### src/rtl/cpu_types_pkg.sv
// Shared CPU pipeline types: forward-select encoding, shadow stage record,
// hazard FSM states and a register-write match helper.
package cpu_types_pkg;

  localparam int REG_W = 5;

  typedef logic [REG_W-1:0] regbits_t;

  // Operand mux select; the 1xx codes are never produced.
  typedef enum logic [2:0] {
    FWD_RF         = 3'b000,
    FWD_EXMEM_ALU  = 3'b001,
    FWD_WB         = 3'b010,
    FWD_EXMEM_UP16 = 3'b011
  } fwd_sel_t;

  typedef struct packed {
    logic     valid;
    regbits_t rs;
    regbits_t rt;
    logic     use_rs;
    logic     use_rt;
    regbits_t wsel;
    logic     regwen;
    logic     memread;
    logic     lui;
  } shadow_stage_t;

  typedef enum logic {
    RUN     = 1'b0,
    STALLED = 1'b1
  } hzd_state_t;

  localparam shadow_stage_t BUBBLE = '0;

  // True when the stage will write register r; r0 is never a forwarding source.
  function automatic logic stage_writes(input shadow_stage_t s, input regbits_t r);
    return s.valid && s.regwen && (s.wsel != '0) && (s.wsel == r);
  endfunction

endpackage

### src/rtl/fwd_sel_logic.sv
// Forward-select match and priority for one EX operand (MEM over WB).
module fwd_sel_logic
  import cpu_types_pkg::*;
(
  input  logic          ex_valid_i,
  input  logic          ex_use_i,
  input  regbits_t      ex_src_i,
  input  shadow_stage_t mem_i,
  input  shadow_stage_t wb_i,
  output fwd_sel_t      sel_o
);

  // Youngest producer wins; LUI in MEM supplies its upper16 value.
  always_comb begin
    sel_o = FWD_RF;
    if (ex_valid_i && ex_use_i) begin
      if (stage_writes(mem_i, ex_src_i)) begin
        sel_o = mem_i.lui ? FWD_EXMEM_UP16 : FWD_EXMEM_ALU;
      end else if (stage_writes(wb_i, ex_src_i)) begin
        sel_o = FWD_WB;
      end
    end
  end

endmodule

### src/rtl/fwd_hazard_ctrl.sv
// EX-stage forwarding control and load-use stall generation. Keeps a shadow
// of EX/MEM/WB destination info advancing with the pipeline enable.
// Handshake: none; pipe_en is a global advance strobe, every register holds
// while it is low, and stall is combinational so it meets the consumer in decode.
module fwd_hazard_ctrl
  import cpu_types_pkg::*;
#(
  parameter int REGBITS = 5,
  parameter int CNTW    = 32
) (
  input  logic               CLK,
  input  logic               RST,
  input  logic               pipe_en,
  input  logic               flush,
  input  logic               dec_valid,
  input  logic [REGBITS-1:0] dec_rs,
  input  logic [REGBITS-1:0] dec_rt,
  input  logic               dec_use_rs,
  input  logic               dec_use_rt,
  input  logic [REGBITS-1:0] dec_wsel,
  input  logic               dec_regwen,
  input  logic               dec_memread,
  input  logic               dec_lui,
  output logic [2:0]         forwarda,
  output logic [2:0]         forwardb,
  output logic               stall,
  output logic [CNTW-1:0]    stall_count,
  output hzd_state_t         dbg_state
);

  shadow_stage_t ex_q, mem_q, wb_q, ex_d;
  hzd_state_t    state_q;
  logic [CNTW-1:0] cnt_q;
  logic          hazard;
  fwd_sel_t      sel_a, sel_b;

  // Next EX entry: the decode instruction, or a bubble when stalled/flushed.
  always_comb begin
    ex_d = BUBBLE;
    if (dec_valid && !stall && !flush) begin
      ex_d.valid   = 1'b1;
      ex_d.rs      = dec_rs;
      ex_d.rt      = dec_rt;
      ex_d.use_rs  = dec_use_rs;
      ex_d.use_rt  = dec_use_rt;
      ex_d.wsel    = dec_wsel;
      ex_d.regwen  = dec_regwen;
      ex_d.memread = dec_memread;
      ex_d.lui     = dec_lui;
    end
  end

  // Load in EX whose destination is read by the instruction in decode.
  always_comb begin
    hazard = dec_valid && ex_q.valid && ex_q.memread && (ex_q.wsel != '0) &&
             ((dec_use_rs && (dec_rs == ex_q.wsel)) ||
              (dec_use_rt && (dec_rt == ex_q.wsel)));
  end

  // Flush beats a hazard; after one stall cycle the load sits in MEM.
  assign stall = (state_q == RUN) && hazard && !flush;

  // Shadow pipeline advances only with the global enable.
  always_ff @(posedge CLK) begin
    if (RST) begin
      ex_q  <= BUBBLE;
      mem_q <= BUBBLE;
      wb_q  <= BUBBLE;
    end else if (pipe_en) begin
      wb_q  <= mem_q;
      mem_q <= ex_q;
      ex_q  <= ex_d;
    end
  end

  // Hazard FSM: one STALLED cycle per inserted bubble.
  always_ff @(posedge CLK) begin
    if (RST) begin
      state_q <= RUN;
    end else if (pipe_en) begin
      case (state_q)
        RUN:     if (stall) state_q <= STALLED;
        STALLED: state_q <= RUN;
        default: state_q <= RUN;
      endcase
    end
  end

  // Count load-use stall cycles that actually took effect; wraps naturally.
  always_ff @(posedge CLK) begin
    if (RST) begin
      cnt_q <= '0;
    end else if (pipe_en && stall) begin
      cnt_q <= cnt_q + 1'b1;
    end
  end

  fwd_sel_logic u_sel_a (
    .ex_valid_i (ex_q.valid),
    .ex_use_i   (ex_q.use_rs),
    .ex_src_i   (ex_q.rs),
    .mem_i      (mem_q),
    .wb_i       (wb_q),
    .sel_o      (sel_a)
  );

  fwd_sel_logic u_sel_b (
    .ex_valid_i (ex_q.valid),
    .ex_use_i   (ex_q.use_rt),
    .ex_src_i   (ex_q.rt),
    .mem_i      (mem_q),
    .wb_i       (wb_q),
    .sel_o      (sel_b)
  );

  assign forwarda    = sel_a;
  assign forwardb    = sel_b;
  assign stall_count = cnt_q;
  assign dbg_state   = state_q;

endmodule

### config.mk
export PLATFORM = sky130hd
export DESIGN_NAME = fwd_hazard_ctrl
export DESIGN_NICKNAME = d
export VERILOG_FILES = /design/src/rtl/cpu_types_pkg.sv /design/src/rtl/fwd_sel_logic.sv /design/src/rtl/fwd_hazard_ctrl.sv
export SDC_FILE = /design/constraint.sdc
export NUM_CORES = 1
export LEC_CHECK = 0
export CORE_UTILIZATION = 56
export CTS_CLUSTER_SIZE = 12
export DETAILED_ROUTE_END_ITERATION = 7
export PLACE_DENSITY = 0.89
export SLEW_MARGIN = 20
export SYNTH_ARGS = -nofsm -noshare
export SYNTH_HDL_FRONTEND = slang
export SYNTH_SLANG_ARGS = --single-unit
### constraint.sdc
create_clock -name CLK -period 4.6 [get_ports CLK]
set_input_delay 0.92 -clock CLK [delete_from_list [all_inputs] [get_ports CLK]]
set_output_delay 0.92 -clock CLK [all_outputs]
set_load 0.03 [all_outputs]
# Word level (Yosys, flattened, before mapping)
# Cells that the tools add are included.
[op_classes] div_mod_pow=0 shifts=0 mux=10 n_bitwise=1 n_eq_ne=6 n_reduce_logical=27 addsub=1 magnitude_cmp=0 multipliers=0
[op_table] op="$add A32 B1 Y32 const B" n=1
[op_table] op="$eq A5 B5 Y1" n=6
[op_table] op="$logic_and A1 B1 Y1" n=21
[op_table] op="$mux W21" n=1
[op_table] op="$reduce_bool A5 Y1" n=3
[op_table] op="$mux W3" n=4
[op_table] op="$mux W2" n=3
[op_table] op="$logic_not A1 Y1" n=2
[op_table] op="$pmux W1 S2" n=1
[op_table] op="$logic_or A1 B1 Y1" n=1
[op_table] op="$mux W1" n=1
[op_table] op="$not A1 Y1" n=1
[totals] latchBits=0 out_inout_bits=40 mem_count=0 elab_cells=63 regBits=69 mem_bits_rw=0 in_bits=25 mem_bits_ro=0

# Depth between registers and ports, before layout
[depth] ltp_word=10 ltp_mapped=7 depth_no_buf=6

# Hierarchy
# Synthesis repeated with hierarchy kept, for this count alone.
[hier_totals] hier_cells=465 area_unflattened_um2=4409.2
[by_module_without_submodules] mod="fwd_hazard_ctrl" cells_each=411 area_per_inst_um2=4036.4 n_inst=1
[by_module_without_submodules] mod="fwd_sel_logic" cells_each=27 area_per_inst_um2=186.4 n_inst=2

# Least setup slack after synthesis
# OpenSTA, ideal clock, no wires.
[synth_timing] path_type="input -> output" startpoint="input port flush" endpoint="output port stall" required_time_ns=3.680 path_slack_ns=1.745 arrival_time_ns=1.935 path_buffers=2 cell_stages=5 cell_sequence="nand2b_1 a211oi_2 buf_6 buf_6 and2_1"
[synth_via] elab_chain_cells=2
[synth_rtl] element="start, declared" line_no="fwd_hazard_ctrl.sv:14" text="input logic flush,"
[synth_rtl] element="$logic_not A1 Y1" line_no="fwd_hazard_ctrl.sv:61" text="assign stall = (state_q == RUN) && hazard && !flush;"
[synth_rtl] element="$logic_and A1 B1 Y1" line_no="fwd_hazard_ctrl.sv:61"
[synth_rtl] element="end, declared" line_no="fwd_hazard_ctrl.sv:26" text="output logic stall,"
# Every way passes these cells.

# Worst setup path after layout
[layout_timing] startpoint="input port dec_rs[0]" endpoint="output port stall"
[layout_via] elab_chain_cells=6
[layout_rtl] element="start, declared" line_no="fwd_hazard_ctrl.sv:16" text="input logic [REGBITS-1:0] dec_rs,"
[layout_rtl] element="$eq A5 B5 Y1" line_no="fwd_hazard_ctrl.sv:56" text="((dec_use_rs && (dec_rs == ex_q.wsel)) ||"
[layout_rtl] element="$logic_and A1 B1 Y1" line_no="fwd_hazard_ctrl.sv:56"
[layout_rtl] element="$logic_or A1 B1 Y1" line_no="fwd_hazard_ctrl.sv:56"
[layout_rtl] element="$logic_and A1 B1 Y1" line_no="fwd_hazard_ctrl.sv:55" text="hazard = dec_valid && ex_q.valid && ex_q.memread && (ex_q.wsel != '0) &&"
[layout_rtl] element="$logic_and A1 B1 Y1 (2 in a row)" line_no="fwd_hazard_ctrl.sv:61"
# Every way passes these cells.

==> impl_metrics.json <==
{
  "finClkSkew_ns": 0.00902,
  "whs_endpoint": "stall_count[31]",
  "first_global_vias": 2801,
  "p_per_area_nw_per_um2": 279,
  "setup_viol": 0,
  "drc": 0,
  "reg2reg_to": "ex_q[17]",
  "grt_usage_pct": 27.4,
  "drv_slew": 0,
  "maxCapViolCount": 0,
  "max_slew.worst_pin.slew_ns": 0.646,
  "worstSetupPathType": "input port to output pin",
  "synthFlopType": "dfxtp_1",
  "ys_seq_area_share_pct": 40.4,
  "yosys_warnings": 0,
  "postCtsSetupRepairBufs": 0,
  "reg2reg_depth": 6,
  "n_fill_cell": 461,
  "num_vias": 3183,
  "yosys_register_bits": 69,
  "synth_cell_type_count": 46,
  "die_h_um": 80.2,
  "dr.pass1.iters": 4,
  "clk_pin_slew_worst_paths_ns": 0.08,
  "final_common_cell": "dfxtp_1",
  "cts_root_buf": "clkbuf_8",
  "cp_max_fo": 4,
  "vias_per_cell": 6.28,
  "die_w_um": 80.2,
  "tns_ns": 0,
  "critical_path_arrival_ns": 3.13,
  "drive_gt1_share_pct": 8.33,
  "status": "finished, final reports clean",
  "max_slew_margin_pct": 56.6,
  "gp_congestion": 0.927,
  "instances_no_fill": 507,
  "wirelength_mm": 8.50,
  "ant_nets": 0,
  "clockBufferDepth": 2,
  "post_cts_resized": 0,
  "synth.avg_cell_area_um2": 9.20,
  "cp.required_ns": 3.68,
  "grt_max_degree": 62,
  "postCtsHoldBufs": 0,
  "rsz0062_at_grt": "false",
  "grt_first_pass_wirelength_mm": 13.5,
  "place_inst": 490,
  "p_total_mw": 1.19,
  "min_from": "stall_count[31]",
  "grt_overflow_total": 0,
  "layout_common_cells": "69 x dfxtp_1, 62 x clkdlybuf4s50_1, 29 x a21oi_1",
  "async_reset_ff_share_pct": 0,
  "wl_per_cell_um": 16.8,
  "placedInstanceArea_um2": 4070,
  "antenna_cells": 0,
  "hold_class": "flop to flop",
  "p_leak_nw": 1.49,
  "fin_util_pct": 72.2,
  "start_util_pct": 57.8,
  "final-hold-violation-count": 0,
  "cts_max_level": 3,
  "end_kind": "output pin",
  "fmax_mhz": 247,
  "synth_area_um2": 3420,
  "max-vdd-ir-drop_mv": 0.205,
  "finish.instance_area_um2": 4280,
  "cts_tree": "built",
  "cp-start-kind": "input port",
  "coreArea_um2": 5920,
  "syn2layout_area_growth_pct": 24.9,
  "regToRegStartpoint": "ex_q[4]",
  "fp.dieArea_um2": 6430,
  "dp_hpwl_mm": 5.71,
  "fin_nets": 453,
  "synth_edf_count": 0,
  "portBuffers": 62,
  "rows": 28,
  "ff2ff_setup_slack_ns": 2.38,
  "pin_count": 65,
  "insertion_delay_ns": 0.35,
  "cts_buffers": 9,
  "finalCriticalPeriod_ns": 4.05,
  "netlist_instances": 372,
  "initialDrtViolationCount": 239,
  "clock_sinks": 69,
  "fin_crit_sh_pct": 88.0,
  "antenna_found_initial": 0,
  "min_path_cells": 2
}
[cells in the mapped netlist, types with 2 or more instances]
cell type / instances / share of area [%]
o31ai_1: 25 / 5.5
o21ba_2: 2 / 0.58
buf_4: 2 / 0.44
xnor2_1: 20 / 5.1
or4_1: 26 / 5.7
nand4_1: 15 / 2.7
or3_1: 4 / 0.73
nand2_1: 16 / 1.8
a22o_1: 20 / 5.1
nor2_1: 26 / 2.9
o31a_1: 2 / 0.51
nor2b_1: 2 / 0.37
nand3_1: 17 / 2.5
a21oi_1: 29 / 4.2
clkbuf_1: 15 / 1.6
and3_1: 5 / 0.91
dfxtp_1: 69 / 40
o21ai_0: 3 / 0.44
xor2_1: 10 / 2.6
nor4_4: 2 / 1.2
nor3_1: 5 / 0.73
mux2_2: 2 / 0.66
inv_1: 4 / 0.44
and2_1: 3 / 0.55
buf_2: 6 / 0.88
mux2i_1: 17 / 5.0
buf_6: 2 / 0.66
nor4_1: 5 / 0.91
[per-stage QoR]
stage / hold slack, ns / worst slack, ns
after floorplan: 0.442 / 1.75
after global placement: 0.459 / 0.716
after detailed placement: 0.468 / 0.588
after CTS: 0.483 / 0.571
after global routing: 0.502 / 0.491
final: 0.488 / 0.554
[per-layer routing]
metal  wire (um)  GRT usage (%)  vias to the layer above  share of wire, %
met5           0              0                        -                 0
met4         129           12.3                        0               1.5
met3         406           4.55                       13               4.8
met2        4480           47.9                      113                53
met1        3490           32.7                     1540                41
li1            -              -                     1517                 -
[worst max path at each step]
| stage | startpoint | to | slack [ns] |
|---|---|---|---|
| global placement | dec_rs[3] | stall | 0.72 |
| CTS | dec_rs[0] | stall | 0.57 |
| finish | dec_rs[0] | stall | 0.55 |
| detailed placement | dec_rs[0] | stall | 0.59 |
| global route | dec_rs[4] | stall | 0.49 |
| floorplan | flush | stall | 1.75 |
[kinds of logic (layout without fill, tap and decap cells)]
family	Yosys count	in the layout	share of synthesized area (%)
simple gates	135	135	23.5
compound gates	88	88	18.3
flops	69	69	40.4
xor+xnor	30	30	7.68
buf+inv	29	88	4.06
mux	19	19	5.63
fa+ha+maj	1	1	0.365
other cells	1	2	0.110
[sequential cells by signal (all words and copies together), names as in the netlist]
| name | cells |
|---|---|
| ex_q | 21 |
| wb_q | 7 |
| dbg_state | 1 |
| stall_count | 32 |
| mem_q | 8 |
[layout make-up]
type	count	area (um2)	area share [%]
multi-input cells	275	1920	44.9
inverters	4	15.0	0.351
flip-flops and latches	69	1380	32.3
well taps	75	93.8	2.19
clock buffers	10	138	3.22
repair buffers	68	666	15.6
clock inverters	6	62.6	1.46
[power breakdown]
group / total, mW / internal (mW) / leakage, nW / switching (mW)
Sequential: 0.611 / 0.603 / 0.557 / 0.00813
Clock: 0.504 / 0.263 / 0.0943 / 0.241
Combinational: 0.0764 / 0.0377 / 0.836 / 0.0387
[critical path, cell delays in order]
cell,delay [ns]
clkdlybuf4s50_1,0.50
xnor2_1,0.12
nand4_1,0.17
o22ai_1,0.50
and2_1,0.22
clkdlybuf4s50_1,0.69
(Power assumes the default switching activity.)
